## src/rtl/arith_pkg.sv

```systemverilog
// Shared arithmetic-unit definitions: divider FSM states, default width and
// the counter-width helper.
package arith_pkg;

    typedef enum logic [1:0] {
        IDLE = 2'd0,
        ITER = 2'd1,
        DONE = 2'd2
    } div_state_e;

    localparam int DEFAULT_WIDTH = 4;

    // $clog2(1) is 0, so keep at least one counter bit for degenerate widths.
    function automatic int cnt_width(input int width);
        return (width > 1) ? $clog2(width) : 1;
    endfunction

endpackage

```

## src/rtl/addsub_unit.sv

```systemverilog
// Ripple-carry adder/subtractor; sub=1 inverts b and injects a carry-in of 1,
// so carry_out is the inverted borrow when subtracting.
module addsub_unit #(
    parameter int W = 5
) (
    input  logic [W-1:0] a,
    input  logic [W-1:0] b,
    input  logic         sub,
    output logic [W-1:0] result,
    output logic         carry_out
);

    logic [W:0]   carry;
    logic [W-1:0] b_eff;

    assign carry[0] = sub;

    for (genvar gi = 0; gi < W; gi++) begin : g_bit
        assign b_eff[gi]    = b[gi] ^ sub;
        assign result[gi]   = a[gi] ^ b_eff[gi] ^ carry[gi];
        assign carry[gi+1]  = (a[gi] & b_eff[gi]) | (carry[gi] & (a[gi] ^ b_eff[gi]));
    end

    assign carry_out = carry[W];

endmodule

```

## src/rtl/seq_divider.sv

```systemverilog
// Multi-cycle unsigned restoring divider: one shift-and-subtract step per clock
// through a single shared WIDTH+1 bit subtractor.
module seq_divider
    import arith_pkg::*;
#(
    parameter int WIDTH = DEFAULT_WIDTH
) (
    input  logic             clk,
    input  logic             rst_n,
    input  logic             start,
    input  logic [WIDTH-1:0] dividend,
    input  logic [WIDTH-1:0] divisor,
    output logic             busy,
    output logic             done,
    output logic [WIDTH-1:0] quotient,
    output logic [WIDTH-1:0] remainder,
    output logic             div_by_zero
);

    localparam int CW = cnt_width(WIDTH);

    div_state_e       state_q, state_d;
    logic [WIDTH-1:0] q_r_q, q_r_d;
    logic [WIDTH-1:0] d_r_q, d_r_d;
    logic [WIDTH:0]   p_r_q, p_r_d;
    logic [CW-1:0]    cnt_q, cnt_d;
    logic [WIDTH-1:0] quotient_q, quotient_d;
    logic [WIDTH-1:0] remainder_q, remainder_d;
    logic             dbz_q, dbz_d;

    logic [WIDTH:0]   trial;
    logic [WIDTH:0]   diff;
    logic             carry_out;
    logic             borrow;

    // P_r never exceeds D_r, so its top bit is always zero and drops out here.
    assign trial = (WIDTH+1)'({p_r_q, q_r_q[WIDTH-1]});

    addsub_unit #(
        .W(WIDTH + 1)
    ) u_sub (
        .a        (trial),
        .b        ({1'b0, d_r_q}),
        .sub      (1'b1),
        .result   (diff),
        .carry_out(carry_out)
    );

    assign borrow = ~carry_out;

    always_comb begin
        state_d     = state_q;
        q_r_d       = q_r_q;
        d_r_d       = d_r_q;
        p_r_d       = p_r_q;
        cnt_d       = cnt_q;
        quotient_d  = quotient_q;
        remainder_d = remainder_q;
        dbz_d       = dbz_q;

        case (state_q)
            IDLE: begin
                if (start) begin
                    q_r_d = dividend;
                    d_r_d = divisor;
                    p_r_d = '0;
                    cnt_d = CW'(WIDTH - 1);
                    if (divisor == '0) begin
                        state_d     = DONE;
                        quotient_d  = '1;
                        remainder_d = dividend;
                        dbz_d       = 1'b1;
                    end else begin
                        state_d = ITER;
                    end
                end
            end
            ITER: begin
                q_r_d = WIDTH'({q_r_q, ~borrow});
                p_r_d = borrow ? trial : diff;
                cnt_d = cnt_q - CW'(1);
                if (cnt_q == '0) begin
                    state_d     = DONE;
                    quotient_d  = q_r_d;
                    remainder_d = p_r_d[WIDTH-1:0];
                    dbz_d       = 1'b0;
                end
            end
            DONE: begin
                state_d = IDLE;
            end
            default: begin
                state_d = IDLE;
            end
        endcase
    end

    always_ff @(posedge clk or negedge rst_n) begin
        if (!rst_n) begin
            state_q     <= IDLE;
            q_r_q       <= '0;
            d_r_q       <= '0;
            p_r_q       <= '0;
            cnt_q       <= '0;
            quotient_q  <= '0;
            remainder_q <= '0;
            dbz_q       <= 1'b0;
        end else begin
            state_q     <= state_d;
            q_r_q       <= q_r_d;
            d_r_q       <= d_r_d;
            p_r_q       <= p_r_d;
            cnt_q       <= cnt_d;
            quotient_q  <= quotient_d;
            remainder_q <= remainder_d;
            dbz_q       <= dbz_d;
        end
    end

    assign busy        = (state_q != IDLE);
    assign done        = (state_q == DONE);
    assign quotient    = quotient_q;
    assign remainder   = remainder_q;
    assign div_by_zero = dbz_q;

endmodule

```

## config.mk

```make
export PLATFORM = sky130hd
export DESIGN_NAME = seq_divider
export DESIGN_NICKNAME = d
export VERILOG_FILES = /design/src/rtl/arith_pkg.sv /design/src/rtl/addsub_unit.sv /design/src/rtl/seq_divider.sv
export SDC_FILE = /design/constraint.sdc
export NUM_CORES = 1
export LEC_CHECK = 0
export ABC_AREA = 1
export CAP_MARGIN = 20
export CORE_MARGIN = 4
export CORE_UTILIZATION = 45
export DETAILED_ROUTE_END_ITERATION = 12
export PLACE_DENSITY = 0.73
export SYNTH_ARGS = -nofsm -noshare
export SYNTH_HDL_FRONTEND = slang
export SYNTH_SLANG_ARGS = --single-unit
export TNS_END_PERCENT = 5
```

## constraint.sdc

```tcl
create_clock -name clk -period 2 [get_ports clk]
set_input_delay 0.2 -clock clk [delete_from_list [all_inputs] [get_ports clk]]
set_output_delay 0.2 -clock clk [all_outputs]
set_load 0.02 [all_outputs]
```

# After elaboration in Yosys (flattened, before gate mapping)

Cells that the tools add are included.

Output and inout port bits: 11
Logic and storage cells: 72
Register bits after elaboration: 25

Equality and inequality tests: 5
Muxes and demuxes: 23
$add $sub $neg: 1
Bitwise operators: 26
Reductions and logical operators: 9

Operators by type and width:

| kind                  | number |
|---|---|
| $mux W4               | 9 |
| $pmux W4 S2           | 4 |
| $and A1 B1 Y1         | 8 |
| $mux W2               | 4 |
| $pmux W2 S2           | 2 |
| $xor A1 B1 Y1         | 7 |
| $ne A2 B2 Y1 const B  | 3 |
| $not A1 Y1            | 6 |
| $reduce_and A2 Y1     | 3 |
| $or A1 B1 Y1          | 5 |
| $logic_not A2 Y1      | 2 |
| $logic_not A4 Y1      | 1 |
| $reduce_and A4 Y1     | 1 |
| $reduce_bool A2 Y1    | 2 |
| $mux W1               | 3 |
| $eq A2 B1 Y1 const B  | 1 |
| $eq A2 B2 Y1 const B  | 1 |
| $pmux W1 S2           | 1 |
| $sub A2 B1 Y2 const B | 1 |

# Longest topological paths before layout

Depth in word-level cells: 14
Depth in mapped cells: 13

# Hierarchy

From an unflattened synthesis, not the netlist that was laid out.

Cells, all modules: 178
Area, all modules: 1398.8 um2

By module, submodules not included:

| module      | area each (um2) | cells each | times used | seq. area each (um2) |
|---|---|---|---|---|
| seq_divider | 1173.6          | 143        | 1          | 625.6 |
| addsub_unit | 225.2           | 35         | 1          | 0.0 |

# Worst setup path after synthesis

No wires, ideal clock.

Path type: flip-flop to flip-flop
From: register q_r_q[3]
To: register remainder_q[3] (netlist: remainder[3])
Buffers on the path: 0
Library setup time: 0.065 ns
Path slack: -0.144 ns
Required time: 1.935 ns
Stages on the path, launching flop included: 13
Data arrival time: 2.079 ns
Path through: dfrtp_1 -> inv_1 -> ha_1 -> inv_1 -> fa_1 -> fa_1 -> inv_1 -> fa_1 -> inv_1 -> nand3_1 -> nand3_1 -> nand2_1 -> nand2_1

Cells in the longest elaborated chain, start to end: 13
Elaborated cells on any way between the ends: 15

RTL lines:

| element                                        | line               | source |
|---|---|---|
| from (decl)                                    | seq_divider.sv:23  | `logic [WIDTH-1:0] q_r_q, q_r_d;` |
| from (signal assigned)                         | seq_divider.sv:110 | `q_r_q <= q_r_d;` |
| $and A1 B1 Y1 or $xor A1 B1 Y1 (tied branches) | addsub_unit.sv:21  | `assign carry[gi+1] = (a[gi] & b_eff[gi]) \| (carry[gi] & (a[gi] ^ b_eff[gi]));` |
| $or A1 B1 Y1 (*)                               | addsub_unit.sv:21  |  |
| $and A1 B1 Y1 (*)                              | addsub_unit.sv:21  |  |
| $or A1 B1 Y1 (*)                               | addsub_unit.sv:21  |  |
| $and A1 B1 Y1 (*)                              | addsub_unit.sv:21  |  |
| $or A1 B1 Y1 (*)                               | addsub_unit.sv:21  |  |
| $and A1 B1 Y1                                  | addsub_unit.sv:21  |  |
| $or A1 B1 Y1                                   | addsub_unit.sv:21  |  |
| $and A1 B1 Y1                                  | addsub_unit.sv:21  |  |
| $or A1 B1 Y1                                   | addsub_unit.sv:21  |  |
| $mux W4 (*)                                    | seq_divider.sv:80  | `p_r_d = borrow ? trial : diff;` |
| $mux W4 (*)                                    | seq_divider.sv:82  | `if (cnt_q == '0) begin` |
| $pmux W4 S2 (*)                                | seq_divider.sv:61  | `case (state_q)` |
| to (signal assigned)                           | seq_divider.sv:115 | `remainder_q <= remainder_d;` |
| to (decl)                                      | seq_divider.sv:28  | `logic [WIDTH-1:0] remainder_q, remainder_d;` |

Mark *: on every way between the ends. The rest lies on a longest branch, timed or not. The select of a mux whose other input is x is not followed.
A chain may end at the register's enable or synchronous reset.

# Worst setup path after layout

Ends and elaborated chain as after synthesis.

==> impl_metrics.tcl <==
set metrics [dict create \
    crit_top_cell "inv_1" \
    post_drt_wl_per_cell_um 13.0 \
    grt_pass1_vias 994 \
    rows 18 \
    clock_insertion_delay_worst_skew_ns 0.32 \
    power_frac_clock_pct 8.6 \
    antenna_found_initial 0 \
    grt_pass1_wl_um 4400 \
    combPwrFrac_pct 57.2 \
    grt_max_degree 26 \
    nNetsFinal 183 \
    slew_viol_final 0 \
    p_seq_share_pct 34.1 \
    ctsRootBufferMaster "clkbuf_4" \
    dieHeight_um 60.3 \
    violations "negative setup slack" \
    via_per_inst 4.97 \
    dieWidth_um 60.3 \
    synthCells 139 \
    clock_sinks 25 \
    worst-path-buf-inv 4 \
    crit_cells 12 \
    maxSlewHeadroom_pct 70.4 \
    critPathMaxStageDelay_ns 0.41 \
    hold_viol_final 0 \
    synthesis.nets 155 \
    drc 0 \
    n_antenna_cell 0 \
    p_leak_nw 0.766 \
    fillers 236 \
    drive_gt1_share_pct 13.3 \
    wl_um 2540 \
    dr.pass1.iters 4 \
    finalClockSkew_ns 0.00553 \
    synthTopCellsByArea "dfrtp_1 (51%), nand2_1 (12%), inv_1 (5.8%), nand3_1 (5.7%), fa_1 (4.9%)" \
    ys_ff_latch 25 \
    period_needed_ns 2.20 \
    sw_frac_of_total_pct 45.3 \
    dp_hpwl_um 1930 \
    htree_num_levels 1 \
    cp_max_fo 2 \
    startpoint_type "register" \
    start_util_pct 48.4 \
    synth_top_cell_by_area "dfrtp_1" \
    die-area_sq_um 3640 \
    avgSynthCellArea_sq_um 8.86 \
    critPathKind "register to register" \
    place.gp.congestion 0.937 \
    critPathSlowestCell "dfrtp_1" \
    crit_family "adder cells" \
    ys_types 20 \
    overflow 0 \
    worst_pin_slew_ns 0.443 \
    final_util_pct 60.0 \
    track_usage_pct 16.4 \
    synth-main-ff-cell "dfrtp_1" \
    p_sw_w 0.00118 \
    core_area_sq_um 2540 \
    syn_area_sq_um 1230 \
    fin_ws_ns -0.199 \
    vias 974 \
    ctsHoldBuffers 0 \
    drt-initial-drc-count 31 \
    area_delta_synth_final_pct 24.1 \
    rsz0062_at_grt "true" \
    powerDensity_nw_per_um2 1710 \
    yosysMostFrequentCell "nand2_1" \
    ir_drop_uv 1170 \
    io_buffers 21 \
    netlist.area_leader.share_pct 50.8 \
    synth_edf_count 0 \
    multi_input_area_sq_um 512 \
    status "complete, but fails checks" \
    tritoncts "built" \
    finalCritPeriodShare_pct 110 \
    endpoint_kind "register" \
    crit_required_ns 2.27 \
    setup_violations 10 \
    max_cap_viol_count 0 \
    post-place-ws_ns -0.182 \
    hold_ws_ns 0.217 \
    ant_nets 0 \
    reg2reg_depth 12 \
    hp-class "input pin to async pin" \
    fmax_mhz 455 \
    worstPathCellList "inv_1 -> ha_1 -> inv_1 -> fa_2 -> fa_2 -> inv_2 -> fa_1 -> inv_1 -> nand3_1 -> nand3_1 -> nand2_1 -> nand2_1" \
    ys_top_cells_by_count "nand2_1 (38), dfrtp_1 (25), inv_1 (19)" \
    io_pins 22 \
    clk_transition_reported_paths_ns 0.13 \
    cts_buffers 3 \
    critPathArrivalTime_ns 2.47 \
    async_flop_share_pct 100 \
    intPower_w 0.00143 \
    clk_path_buf_depth 2 \
    seq_area_sq_um 626 \
    ys_seq_area_share_pct 50.8 \
    yosys_warnings 0 \
]
through the flow:
step / cells / setup TNS (ns) / instance area, sq um / total power [W]
CTS: 195 / -1.01 / 1520 / 0.00262
finish: 196 / -1.01 / 1530 / 0.00260
global placement: 190 / -0.444 / 1480 / 0.00230
global route: 196 / -2.42 / 1530 / 0.00287
detailed placement: 190 / -1.15 / 1480 / 0.00236
floorplan: 139 / -0.0546 / 1240 / 0.00192
layer usage:
metal  GRT usage [%]  part of all wire, %  vias up
li1                -                    -      497
met1            21.5                   45      453
met2            26.9                   48       21
met3            4.75                  5.9        3
met4            3.80                 0.83        0
met5               0                    0        -
layout make-up:
class / count / share of cell area, %
clock buffers: 4 / 1.72
inverters: 21 / 5.16
multi-input cells: 90 / 33.5
flip-flops and latches: 25 / 40.9
well taps: 30 / 2.46
repair buffers: 26 / 16.2
power groups by stage:
stage | clock network, W | registers (W) | logic [W]
CTS | 0.000242 | 0.000889 | 0.00149
floorplan | 0 | 0.000975 | 0.000943
detailed placement | 0 | 0.000897 | 0.00147
global route | 0.000257 | 0.000927 | 0.00169
global placement | 0 | 0.000891 | 0.00141
finish | 0.000225 | 0.000889 | 0.00149
state kept, by name, summed over array words and instances, names as in the netlist:
| signal | flops |
|---|---|
| p_r_q | 4 |
| div_by_zero | 1 |
| remainder | 4 |
| quotient | 4 |
| d_r_q | 4 |
| q_r_q | 4 |
| state_q | 2 |
| cnt_q | 2 |
repair_timing:
item,CTS,global route
pin swaps,0,0
setup endpoints to repair,10,10
buffers inserted,1,1
resized for setup,1,0
kinds of logic (layout without fill, tap and decap cells):
group                    count (synthesis)  in the layout  share of synthesized area, %
AND/OR/NAND/NOR                         66             66                          23.4
flip-flops                              25             25                          50.8
buffers and inverters                   24             51                          8.64
AO/OA/AOI/OAI                           19             19                          10.3
adder cells (fa/ha/maj)                  5              5                          6.91
worst reg2reg max path, delay by kind of cell, from the launching register on:
kind	cells	cell delay, ns
AND/OR/NAND/NOR	4	0.30
adder cells (fa/ha/maj)	4	1.22
buffers and inverters	4	0.24
flip-flops	1	0.41
cell usage in the layout (no fill, tap or decap):
master	n
a21oi_1	4
fa_1	1
fa_2	2
ha_1	2
a22oi_1	1
nand2_2	1
o21ai_0	4
clkbuf_1	1
o22ai_1	1
clkdlybuf4s50_1	21
inv_2	3
clkbuf_4	3
a21oi_2	1
inv_1	18
nand3_1	14
dfrtp_1	25
o21ai_2	3
nand3_2	2
buf_4	5
nor2_4	2
o211ai_1	5
nor2_1	9
nand2_1	38
final timing paths:
path,from,end,slack [ns]
worst max-delay path,q_r_q[3]$_DFFE_PN0P_,remainder[3]$_DFFE_PN0P_,-0.20
worst min-delay path,rst_n,state_q[0]$_DFFE_PN0P_,0.22
worst max register to register,q_r_q[3]$_DFFE_PN0P_,remainder[3]$_DFFE_PN0P_,-0.20
worst min register to register,remainder[1]$_DFFE_PN0P_,remainder[1]$_DFFE_PN0P_,0.49
max in group asynchronous,rst_n,remainder[1]$_DFFE_PN0P_,1.54
min in group clk,divisor[3],d_r_q[3]$_DFFE_PN0P_,0.48
Note: power is estimated with default switching activity, not from simulation.
